[config.mk]
export PLATFORM = sky130hd
export DESIGN_NAME = alu_exec_unit
export DESIGN_NICKNAME = d
export VERILOG_FILES = /design/src/rtl/alu_pkg.sv /design/src/rtl/alu_mul_iter.sv /design/src/rtl/alu_exec_unit.sv
export SDC_FILE = /design/constraint.sdc
export NUM_CORES = 1
export LEC_CHECK = 0
export ABC_AREA = 1
export BUFFER_PORTS_ARGS = -buffer_cell sky130_fd_sc_hd__buf_2
export CORE_MARGIN = 10
export CORE_UTILIZATION = 55
export DETAILED_ROUTE_END_ITERATION = 8
export MAX_ROUTING_LAYER = met4
export PLACE_DENSITY = 0.85
export SYNTH_ARGS = -nofsm -noshare
export SYNTH_HDL_FRONTEND = slang
export SYNTH_SLANG_ARGS = --single-unit
[constraint.sdc]
create_clock -name clk -period 3 [get_ports clk]
set_clock_uncertainty 0.15 [all_clocks]
set_input_delay 0.15 -clock clk [delete_from_list [all_inputs] [get_ports clk]]
set_output_delay 0.15 -clock clk [all_outputs]
set_load 0.005 [all_outputs]
[src/rtl/alu_pkg.sv]
// alu_pkg: shared definitions for the execute-stage ALU.
//   CTRL_W      : ALU control code width
//   ALU_*       : supported control codes (ALU_ILLEGAL is a representative
//                 unsupported code; every code not listed is illegal)
//   alu_state_e : execute-unit sequencing state
`timescale 1ns/1ps
package alu_pkg;

  localparam int CTRL_W = 4;

  localparam logic [CTRL_W-1:0] ALU_NOP     = 4'b0000;
  localparam logic [CTRL_W-1:0] ALU_AND     = 4'b0001;
  localparam logic [CTRL_W-1:0] ALU_OR      = 4'b0010;
  localparam logic [CTRL_W-1:0] ALU_ADD     = 4'b0011;
  localparam logic [CTRL_W-1:0] ALU_SUB     = 4'b0100;
  localparam logic [CTRL_W-1:0] ALU_XOR     = 4'b0101;
  localparam logic [CTRL_W-1:0] ALU_MUL     = 4'b0110;
  localparam logic [CTRL_W-1:0] ALU_ILLEGAL = 4'b1000;

  typedef enum logic {
    ST_IDLE,
    ST_MUL
  } alu_state_e;

endpackage

[src/rtl/alu_mul_iter.sv]
// alu_mul_iter: iterative unsigned shift-add multiplier datapath.
//   clk, reset : clock, synchronous active-high reset
//   start      : load a/b and clear accumulator/counter
//   run        : perform one shift-add step this cycle
//   a, b       : multiplicand / multiplier
//   done       : this cycle's step is the final one (valid only while run)
//   product    : low XLEN bits of a*b, valid when done
// Optional: ALU_MUL_EARLY_EXIT_EN finishes as soon as the remaining
// multiplier bits are all zero.
`timescale 1ns/1ps
module alu_mul_iter #(
  parameter int XLEN = 32
) (
  input  logic            clk,
  input  logic            reset,
  input  logic            start,
  input  logic            run,
  input  logic [XLEN-1:0] a,
  input  logic [XLEN-1:0] b,
  output logic            done,
  output logic [XLEN-1:0] product
);

  localparam int CW = (XLEN > 1) ? $clog2(XLEN) : 1;

  logic [XLEN-1:0] mcand;
  logic [XLEN-1:0] mplier;
  logic [XLEN-1:0] acc;
  logic [XLEN-1:0] acc_next;
  logic [CW-1:0]   cnt;
  logic            last;

  assign acc_next = acc + (mplier[0] ? mcand : '0);

  // The final step's accumulation is handed straight out as the product so
  // the owner can register it on the same edge the step completes.
  assign product = acc_next;

`ifdef ALU_MUL_EARLY_EXIT_EN
  assign last = (mplier[XLEN-1:1] == '0) || (cnt == CW'(XLEN-1));
`else
  assign last = (cnt == CW'(XLEN-1));
`endif

  assign done = run && last;

  always_ff @(posedge clk) begin
    if (reset) begin
      mcand  <= '0;
      mplier <= '0;
      acc    <= '0;
      cnt    <= '0;
    end else if (start) begin
      mcand  <= a;
      mplier <= b;
      acc    <= '0;
      cnt    <= '0;
    end else if (run) begin
      acc    <= acc_next;
      mcand  <= mcand << 1;
      mplier <= mplier >> 1;
      cnt    <= cnt + 1'b1;
    end
  end

endmodule

[src/rtl/alu_exec_unit.sv]
// alu_exec_unit: execute-stage ALU with valid/ready handshakes.
//   clk, reset            : clock, synchronous active-high reset
//   in_valid/in_ready     : operation handshake (in_ctrl, in_a, in_b)
//   flush                 : drop in-flight operation and pending result
//   out_valid/out_ready   : result handshake
//   out_result            : registered result
//   out_zero, out_illegal : registered flags aligned with out_result
//   busy                  : multiplier iterating
// Single-cycle ops have latency 1; MUL uses alu_mul_iter.
// Optional: ALU_MUL_EARLY_EXIT_EN (see alu_mul_iter).
`timescale 1ns/1ps
module alu_exec_unit
  import alu_pkg::*;
#(
  parameter int XLEN   = 32,
  parameter int CTRL_W = alu_pkg::CTRL_W
) (
  input  logic              clk,
  input  logic              reset,
  input  logic              in_valid,
  output logic              in_ready,
  input  logic [CTRL_W-1:0] in_ctrl,
  input  logic [XLEN-1:0]   in_a,
  input  logic [XLEN-1:0]   in_b,
  input  logic              flush,
  output logic              out_valid,
  input  logic              out_ready,
  output logic [XLEN-1:0]   out_result,
  output logic              out_zero,
  output logic              out_illegal,
  output logic              busy
);

  alu_state_e      state;
  logic            accept;
  logic            is_mul;
  logic            mul_start;
  logic            mul_run;
  logic            mul_done;
  logic [XLEN-1:0] mul_product;
  logic [XLEN-1:0] op_res;
  logic            op_ill;

  assign in_ready  = (state == ST_IDLE) && (!out_valid || out_ready);
  assign busy      = (state == ST_MUL);
  assign accept    = in_valid && in_ready;
  assign is_mul    = (in_ctrl == ALU_MUL);
  assign mul_start = accept && is_mul && !flush;
  assign mul_run   = (state == ST_MUL);

  always_comb begin
    op_res = '0;
    op_ill = 1'b0;
    case (in_ctrl)
      ALU_AND: op_res = in_a & in_b;
      ALU_OR:  op_res = in_a | in_b;
      ALU_ADD: op_res = in_a + in_b;
      ALU_SUB: op_res = in_a - in_b;
      ALU_XOR: op_res = in_a ^ in_b;
      ALU_MUL: op_res = '0;
      ALU_NOP: op_res = '0;
      default: op_ill = 1'b1;
    endcase
  end

  alu_mul_iter #(
    .XLEN(XLEN)
  ) u_mul (
    .clk    (clk),
    .reset  (reset),
    .start  (mul_start),
    .run    (mul_run),
    .a      (in_a),
    .b      (in_b),
    .done   (mul_done),
    .product(mul_product)
  );

  always_ff @(posedge clk) begin
    if (reset) begin
      state       <= ST_IDLE;
      out_valid   <= 1'b0;
      out_result  <= '0;
      out_zero    <= 1'b0;
      out_illegal <= 1'b0;
    end else if (flush) begin
      state     <= ST_IDLE;
      out_valid <= 1'b0;
    end else begin
      // Consumption first; a same-cycle accept or completion overrides it.
      if (out_valid && out_ready) begin
        out_valid <= 1'b0;
      end
      case (state)
        ST_IDLE: begin
          if (accept) begin
            if (is_mul) begin
              state <= ST_MUL;
            end else begin
              out_valid   <= 1'b1;
              out_result  <= op_res;
              out_zero    <= (op_res == '0);
              out_illegal <= op_ill;
            end
          end
        end
        ST_MUL: begin
          if (mul_done) begin
            state       <= ST_IDLE;
            out_valid   <= 1'b1;
            out_result  <= mul_product;
            out_zero    <= (mul_product == '0);
            out_illegal <= 1'b0;
          end
        end
        default: state <= ST_IDLE;
      endcase
    end
  end

endmodule

==> results.md, run 1 <==
* Status: finished with violations
* Failing checks: negative setup slack
* Worst Hold End: u_mul.mplier[23]
* FP Rows at 56
* Die area at approximately 30000 um^2
* Worst Path Required at 3.24 ns
* Vias at 16.5k
* Yosys top cell by area: nand2_1
* Total congestion overflow at 0
* Comb pwr share at 29.6%
* Reg clk slew, reported paths at 0.07 ns
* Initial Utilization at 56.2%
* Pint at roughly 3700 uW
* Layout cell share with drive strength beyond 1 at 20.5%
* Clock root cell: clkbuf_16
* Post-layout util at 74.0%
* Crit path launch: in_b[10]
* Design Power at between 5000 and 6000 uW
* Worst Tran Pin Value at 0.801 ns
* FF+latch count, synth at 137
* First-pass detailed-route iteration total at 7
* Yosys cell types at 44
* Fin cells at 2965
* PwrDens at 327 nW/um^2
* Vias in the first global route at about 16k
* Clk Latency, worst-skew pair at 0.44 ns
* Yosys warnings at 0
* Top-count cell post-synth: nand2_1
* Depth of the worst register-to-register path at 18
* Final WS setup at -0.128 ns
* Mapped Area at 13300 um^2
* Leak pwr at 0.00940 uW
* RSZ-0062 raised after global routing: true
* Clk buf depth at 2
* Count of clock tree sinks at 137
* DR WL/cell at 17.4 um
* Final ANT Viol Nets at 0
* Part of the power in registers at roughly 33%
* GRT Total Usage at 33.2%
* Post-Syn Area per Cell at ~5.8 um^2
* Starting DRT DRC Count at 1658
* Delay-heaviest family, CP: simple AND/OR/NAND/NOR gates
* Clock buffer count from CTS at 17
* Min-delay src: in_b[23]
* Final Wtd Congestion at 1.04
* Slowest stage delay, CP at 0.37 ns
* Max-slew headroom at ~47%
* Final hold viol count at 0
* Dpl ws at -0.749 ns
* Crit end category: register
* Top post-synthesis cells by area: nand2_1, dfxtp_1, ha_1
* Worst hold-check path type: in -> reg
* Final Max Slew Viols at 0
* Pin count of the biggest net entering global routing at 71
* # setup viols final at 3
* Max Freq at roughly 320 MHz
* DRC at 0
* H-tree depth at 4
* Area grow syn2layout at 31.7%
* CP Max Fanout at 4
* # fillers at 1965
* Max Cap Viol at 0
* IO Count at 110
* Total placed cells including tap cells at 2868
* Final period utilization at 104%
* Worst Path Arrival at 3.37 ns
* Sequential area share after synthesis at 20.7%
* PortBufs at approximately 110
* Via-per-instance ratio at 5.56
* Most common flop cell mapped by yosys: dfxtp_1
* Final WL at 51700 um
* Initial antenna violation count at 1
* Worst path slowest cell: ha_1
* R2R Path End: out_zero
* P_sw at approximately 2000 uW
* Hold Path Stages at 4
* Top post-synthesis cells by count: nand2_1, inv_1, nor2_1
* Worst setup path category: in -> reg
* CTS tree: built
* Minimum clock period at 3.13 ns
* Layout net count at 2836
* Die Span Y at roughly 180 um
* Switching Share at 35.4%
* Synthesized instance count at 2281
* Clk network pwr share at a little under two fifths
* Syn nets at ~2.5k
* CORE AREA at 23600 um^2
* Reg2reg setup slack at -0.09 ns
* First-pass GRT wire length at between 80000 and 90000 um
* Number of flops mapped to enable cells by yosys at 0
* Post-DP HPWL at approximately 38000 um
* Reg-to-reg critical path startpoint: u_mul.mplier[0]
* Yosys top cell area share at 24.5%
* Die X at 175 um
* Critical path launch point type: primary input
* Worst Path Buf+Inv at 3
* Ys async rst share at 0%
* Worst VDD drop at between 0.3 and 0.4 mV
* Worst path most repeated cell: nand2_1
==> worst max path at each step <==
stage	end	slack, ns	cells after the start
CTS	out_zero	0.001	31
detailed placement	out_zero	-0.75	30
global route	out_zero	-0.32	32
finish	out_zero	-0.13	25
global placement	out_zero	-0.73	30
floorplan	out_zero	-0.04	34
==> repair_timing <==
| action | 4_1_cts | 5_1_grt |
|---|---|---|
| gates resized for setup | 78 | 71 |
| buffers inserted | 5 | 5 |
| gates cloned | 1 | 0 |
| pin swaps | 35 | 19 |
| hold endpoints to repair | 52 | 0 |
| hold buffers | 53 | 0 |
| setup endpoints to repair | 11 | 20 |
==> cells by family (layout without fill, tap and decap cells) <==
group	after synthesis	after routing	synth area share [%]
AO/OA/AOI/OAI	279	279	12.5
AND/OR/NAND/NOR	1244	1244	38.3
XOR/XNOR	42	42	2.77
adder cells (fa/ha/maj)	131	131	12.5
buffers and inverters	448	812	13.3
other	0	1	0
flip-flops	137	137	20.7
==> power by group through the flow <==
stage	Combinational, uW	Clock (uW)	Sequential (uW)
6_report	1690	2140	1880
5_1_grt	1840	2210	1890
4_1_cts	1570	2150	1880
3_5_place_dp	1470	0	1930
3_3_place_gp	1440	0	1920
2_1_floorplan	768	0	1920
==> cell usage in the layout, fill, tap and decap left out, types with 7 or more instances in the layout <==
cell type      Yosys  layout
clkbuf_16          0      17
nor3_1            12      11
nor2_1           169     134
buf_4              7     232
dfxtp_1          137     135
nor2_2             9      32
inv_1            374     366
a221oi_1          21      21
nand2_2            6      42
inv_6              0       7
o211ai_1           7       7
ha_4               0       9
a21oi_2            1       8
dlygate4sd3_1      0      53
a21oi_1           96      86
o21ai_0           50      45
inv_2              3       9
nand2_1          868     828
nand3_1          112     106
or2_2              8       8
ha_1             129     115
buf_2              8     107
nand4_1           28      28
nand3b_1          15      15
a31oi_1           87      87
xor2_1            36      35
nor2_4             0      12
==> layer usage <==
layer,track usage [%],vias up,share of wire (%)
li1,-,7920,-
met1,41.4,7518,42
met2,53.5,847,46
met3,3.65,196,7.7
met4,14.8,0,4.6
met5,-,-,0
==> through the flow <==
step	area (um^2)	hold slack [ns]	setup TNS [ns]
after CTS	17200	0.00111	0
after global routing	17500	0.0303	-1.70
final	17500	0.0132	-0.242
after detailed placement	15700	0.242	-9.92
after global placement	15700	0.236	-8.55
after floorplan	13300	0.0780	-0.0660
==> state kept, by name, indices dropped and copies added (netlist names) <==
signal and flops:
out_illegal 1, out_zero 1, out_result 32, out_valid 1
u_mul.mplier 32, u_mul.mcand 32, u_mul.acc 32, busy 1
u_mul.cnt 5
==> worst register-to-register path: stages, from the launching register on <==
cell       delay (ns)
dfxtp_4          0.38
bufbuf_16        0.29
nand2_1          0.07
inv_1            0.05
ha_2             0.39
nand2_1          0.14
nor2_2           0.15
nand2_1          0.12
nor3_1           0.19
nand2_2          0.12
nand4_1          0.10
nand2_1          0.10
nor2_1           0.11
nand2_1          0.08
nor2_1           0.16
nand4_1          0.18
nand3_1          0.16
nand2_1          0.05
inv_1            0.04
==> final cells by class <==
class | instances | area (um^2) | area share [%]
Multi-Input combinational cell | 1696 | 9320 | 53.3
Timing Repair Buffer | 402 | 2990 | 17.1
Sequential cell | 137 | 2750 | 15.7
Inverter | 378 | 1450 | 8.27
Clock buffer | 17 | 425 | 2.43
Tap cell | 319 | 399 | 2.28
Clock inverter | 15 | 146 | 0.837
Antenna cell | 1 | 2.50 | 0.0143
(Power assumes the default switching activity.)
==> run 2: changes to the inputs <==
Settings changed: ABC_AREA 1 to default, BUFFER_PORTS_ARGS -buffer_cell sky130_fd_sc_hd__buf_2 to -buffer_cell sky130_fd_sc_hd__clkbuf_2, CELL_PAD_IN_SITES_DETAIL_PLACEMENT from default to 0, CELL_PAD_IN_SITES_GLOBAL_PLACEMENT from default to 2, CORE_UTILIZATION 55 to 32.
==> run 2 against run 1 <==
  * The flow still finishes with violations (negative setup slack)
  * Global-route usage down 13 points
  * Cell count down 16%
  * Critical endpoint unchanged
  * Sequential share of layout area down 0.64 points
  * Count of clock-buffer cells in the layout up 2
  * Critical path depth down 10
  * Die area up 43%
  * Non-clock buffer count up 175
==> results.md, run 2 <==
* Pint at about 4000 uW
* Ys async rst share at 0%
* Syn nets at 1708
* GRT Total Usage at 19.8%
* Worst Hold End: u_mul.mcand[4]
* First-pass GRT wire length at 68600 um
* Initial antenna violation count at 0
* Slowest stage delay, CP at about 0.44 ns
* Clk network pwr share at 38.6%
* Top post-synthesis cells by area: dfxtp_1, ha_1, a21oi_1
* Reg clk slew, reported paths at roughly 0.07 ns
* Min-delay src: in_a[4]
* Area grow syn2layout at 58.5%
* Post-Syn Area per Cell at 7.65 um^2
* Layout net count at 2218
* FF+latch count, synth at approximately 140
* Register area at 2750 um^2
* Worst Path Arrival at around 3.9 ns
* Most common flop cell mapped by yosys: dfxtp_1
* CORE AREA at 35500 um^2
* IO Count at between 100 and 150
* Max-slew headroom at 38.2%
* Comb pwr share at 29.7%
* Final Wtd Congestion at 0.935
* Yosys top cell area share at 23.9%
* Failing checks: negative setup slack
* RSZ-0062 raised after global routing: true
* DR WL/cell at roughly 18 um
* Minimum clock period at about 3.6 ns
* Vias in the first global route at between 10k and 15k
* Part of the power in registers at 31.7%
* Initial Utilization at 32.4%
* PortBufs at ~110
* Number of flops mapped to enable cells by yosys at 0
* DRC at 0
* Final WS setup at -0.638 ns
* Clock buffer count from CTS at 17
* Synthesized instance count at 1504
* Die Span Y at 210 um
* Total congestion overflow at 0
* Die X at 210 um
* Leak pwr at 0.00804 uW
* Clk buf depth at 2
* Inserted Diodes at 0
* Worst path slowest cell: or4_4
* Mapped Area at about 11000 um^2
* Final WL at 44200 um
* Placed Area at 15400 um^2
* Vias at around 13k
* CP Cell Sequence: buf_6, nand2_4, inv_2, ha_4, a211oi_4, o31ai_4, o2111a_1, a2111oi_4, nor2_2, a311oi_2, o21ai_1, xor2_1, or4_4, o41ai_4, o21bai_1
* Layout cell share with drive strength beyond 1 at ~40%
* Clk Latency, worst-skew pair at approximately 0.44 ns
* Final hold viol count at 0
* Sequential area share after synthesis at 23.9%
* Top-count cell post-synth: nand2_1
* CP Depth at 15
* Multi-input logic area at roughly 9600 um^2
* First-pass detailed-route iteration total at 5
* # fillers at 3312
* Worst VDD drop at 0.418 mV
* Critical path launch point type: register
* Die area at between 40000 and 50000 um^2
* Delay-heaviest family, CP: compound AO/OA/AOI/OAI gates
* Yosys top cell by area: dfxtp_1
* R2R Path End: out_zero
* CP Max Fanout at 7
* Post-DP HPWL at 32600 um
* Depth of the worst register-to-register path at 15
* Count of clock tree sinks at 137
* Commonest non-fill, non-tap cells in the layout: buf_4, nand2_1, dfxtp_1
* P_sw at 1830 uW
* FP Rows at 69
* Clock root cell: clkbuf_16
* Pin count of the biggest net entering global routing at between 100 and 150
* Final period utilization at 121%
* Hold Path Stages at 4
* Top post-synthesis cells by count: nand2_1, a21oi_1, dfxtp_1
* Status: finished with violations
* Worst Path Buf+Inv at 2
* Max Cap Viol at 0
* # setup viols final at 32
* Worst Path Required at around 3.2 ns
* Dpl ws at -1.14 ns
* Crit end category: register
* Final instance area at roughly 18000 um^2
* Yosys cell types at 75
* Commonest non-fill, non-tap cell in the layout: buf_4
* Worst Tran Pin Value at 0.927 ns
* CTS tree: built
* Yosys warnings at 0
* PwrDens at between 300 and 400 nW/um^2
* Switching Share at 31.1%
* H-tree depth at 4
* Final Max Slew Viols at 0
* Final ANT Viol Nets at 0
* Reg2reg setup slack at -0.64 ns
* Starting DRT DRC Count at 615
* Crit path launch: u_mul.mplier[0]
* Reg-to-reg critical path startpoint: u_mul.mplier[0]
* Worst hold-check path type: in -> reg
* Via-per-instance ratio at 5.16
* Max Freq at roughly 270 MHz
* Worst setup path category: reg -> reg
==> run 2: kinds of logic (layout without fill, tap and decap cells) <==
family | after synthesis | after routing | synth area share (%)
xor+xnor | 82 | 82 | 6.25
buf+inv | 172 | 695 | 5.97
fa+ha+maj | 131 | 131 | 14.4
compound gates | 462 | 462 | 25.8
mux | 53 | 53 | 4.61
simple gates | 467 | 467 | 19.2
flops | 137 | 137 | 23.9
==> run 2: tightest hold or removal path: cells and delay by family <==
kind	cells	cell delay, ns
buffers and inverters	2	0.25
AO/OA/AOI/OAI	1	0.05
AND/OR/NAND/NOR	1	0.10
==> run 2: worst max-delay path by stage <==
stage,to,slack [ns]
after floorplan,out_zero,-0.50
after global placement,out_zero,-1.13
after detailed placement,out_zero,-1.14
after CTS,out_zero,-0.70
after global routing,out_zero,-0.80
final,out_zero,-0.64
==> run 2: what timing repair did <==
item,in CTS,in global routing
hold endpoints to repair,43,0
buffers inserted,37,30
gates cloned,0,0
resized for setup,184,126
pin swaps,117,126
setup endpoints to repair,38,40
hold buffers,44,0
==> run 2: power groups by stage <==
stage | Clock, uW | Sequential (uW) | Combinational [uW]
finish | 2270 | 1860 | 1740
global route | 2400 | 1860 | 1880
CTS | 2320 | 1860 | 1600
detailed placement | 0 | 1900 | 1440
global placement | 0 | 1900 | 1430
floorplan | 0 | 1900 | 743
==> run 2: area by class of cell <==
cell class,instances,share of cell area (%)
inverters,86,1.77
repair buffers,577,24.1
flip-flops and latches,137,15.1
multi-input cells,1195,52.6
well taps,461,3.17
clock buffers,19,2.43
clock inverters,13,0.927
==> run 2: through the flow <==
stage	utilization, %	total power, uW	instances	setup TNS [ns]	hold WS (ns)
2_1_floorplan	-	2640	1504	-4.79	0.136
6_report	51.3	5870	2488	-8.06	0.00652
3_3_place_gp	43.3	3330	2361	-19.14	0.283
5_1_grt	51.3	6140	2488	-13.19	0.0117
4_1_cts	49.3	5780	2468	-5.22	0.000168
3_5_place_dp	43.3	3340	2361	-20.54	0.297
==> run 2: layer usage <==
| metal | vias up | GRT usage, % | part of all wire, % |
|---|---|---|---|
| met5 | - | - | 0 |
| met4 | 0 | 5.16 | 1.8 |
| met3 | 47 | 2.03 | 3.7 |
| met2 | 275 | 30.7 | 45 |
| met1 | 6102 | 26.8 | 49 |
| li1 | 6415 | - | - |
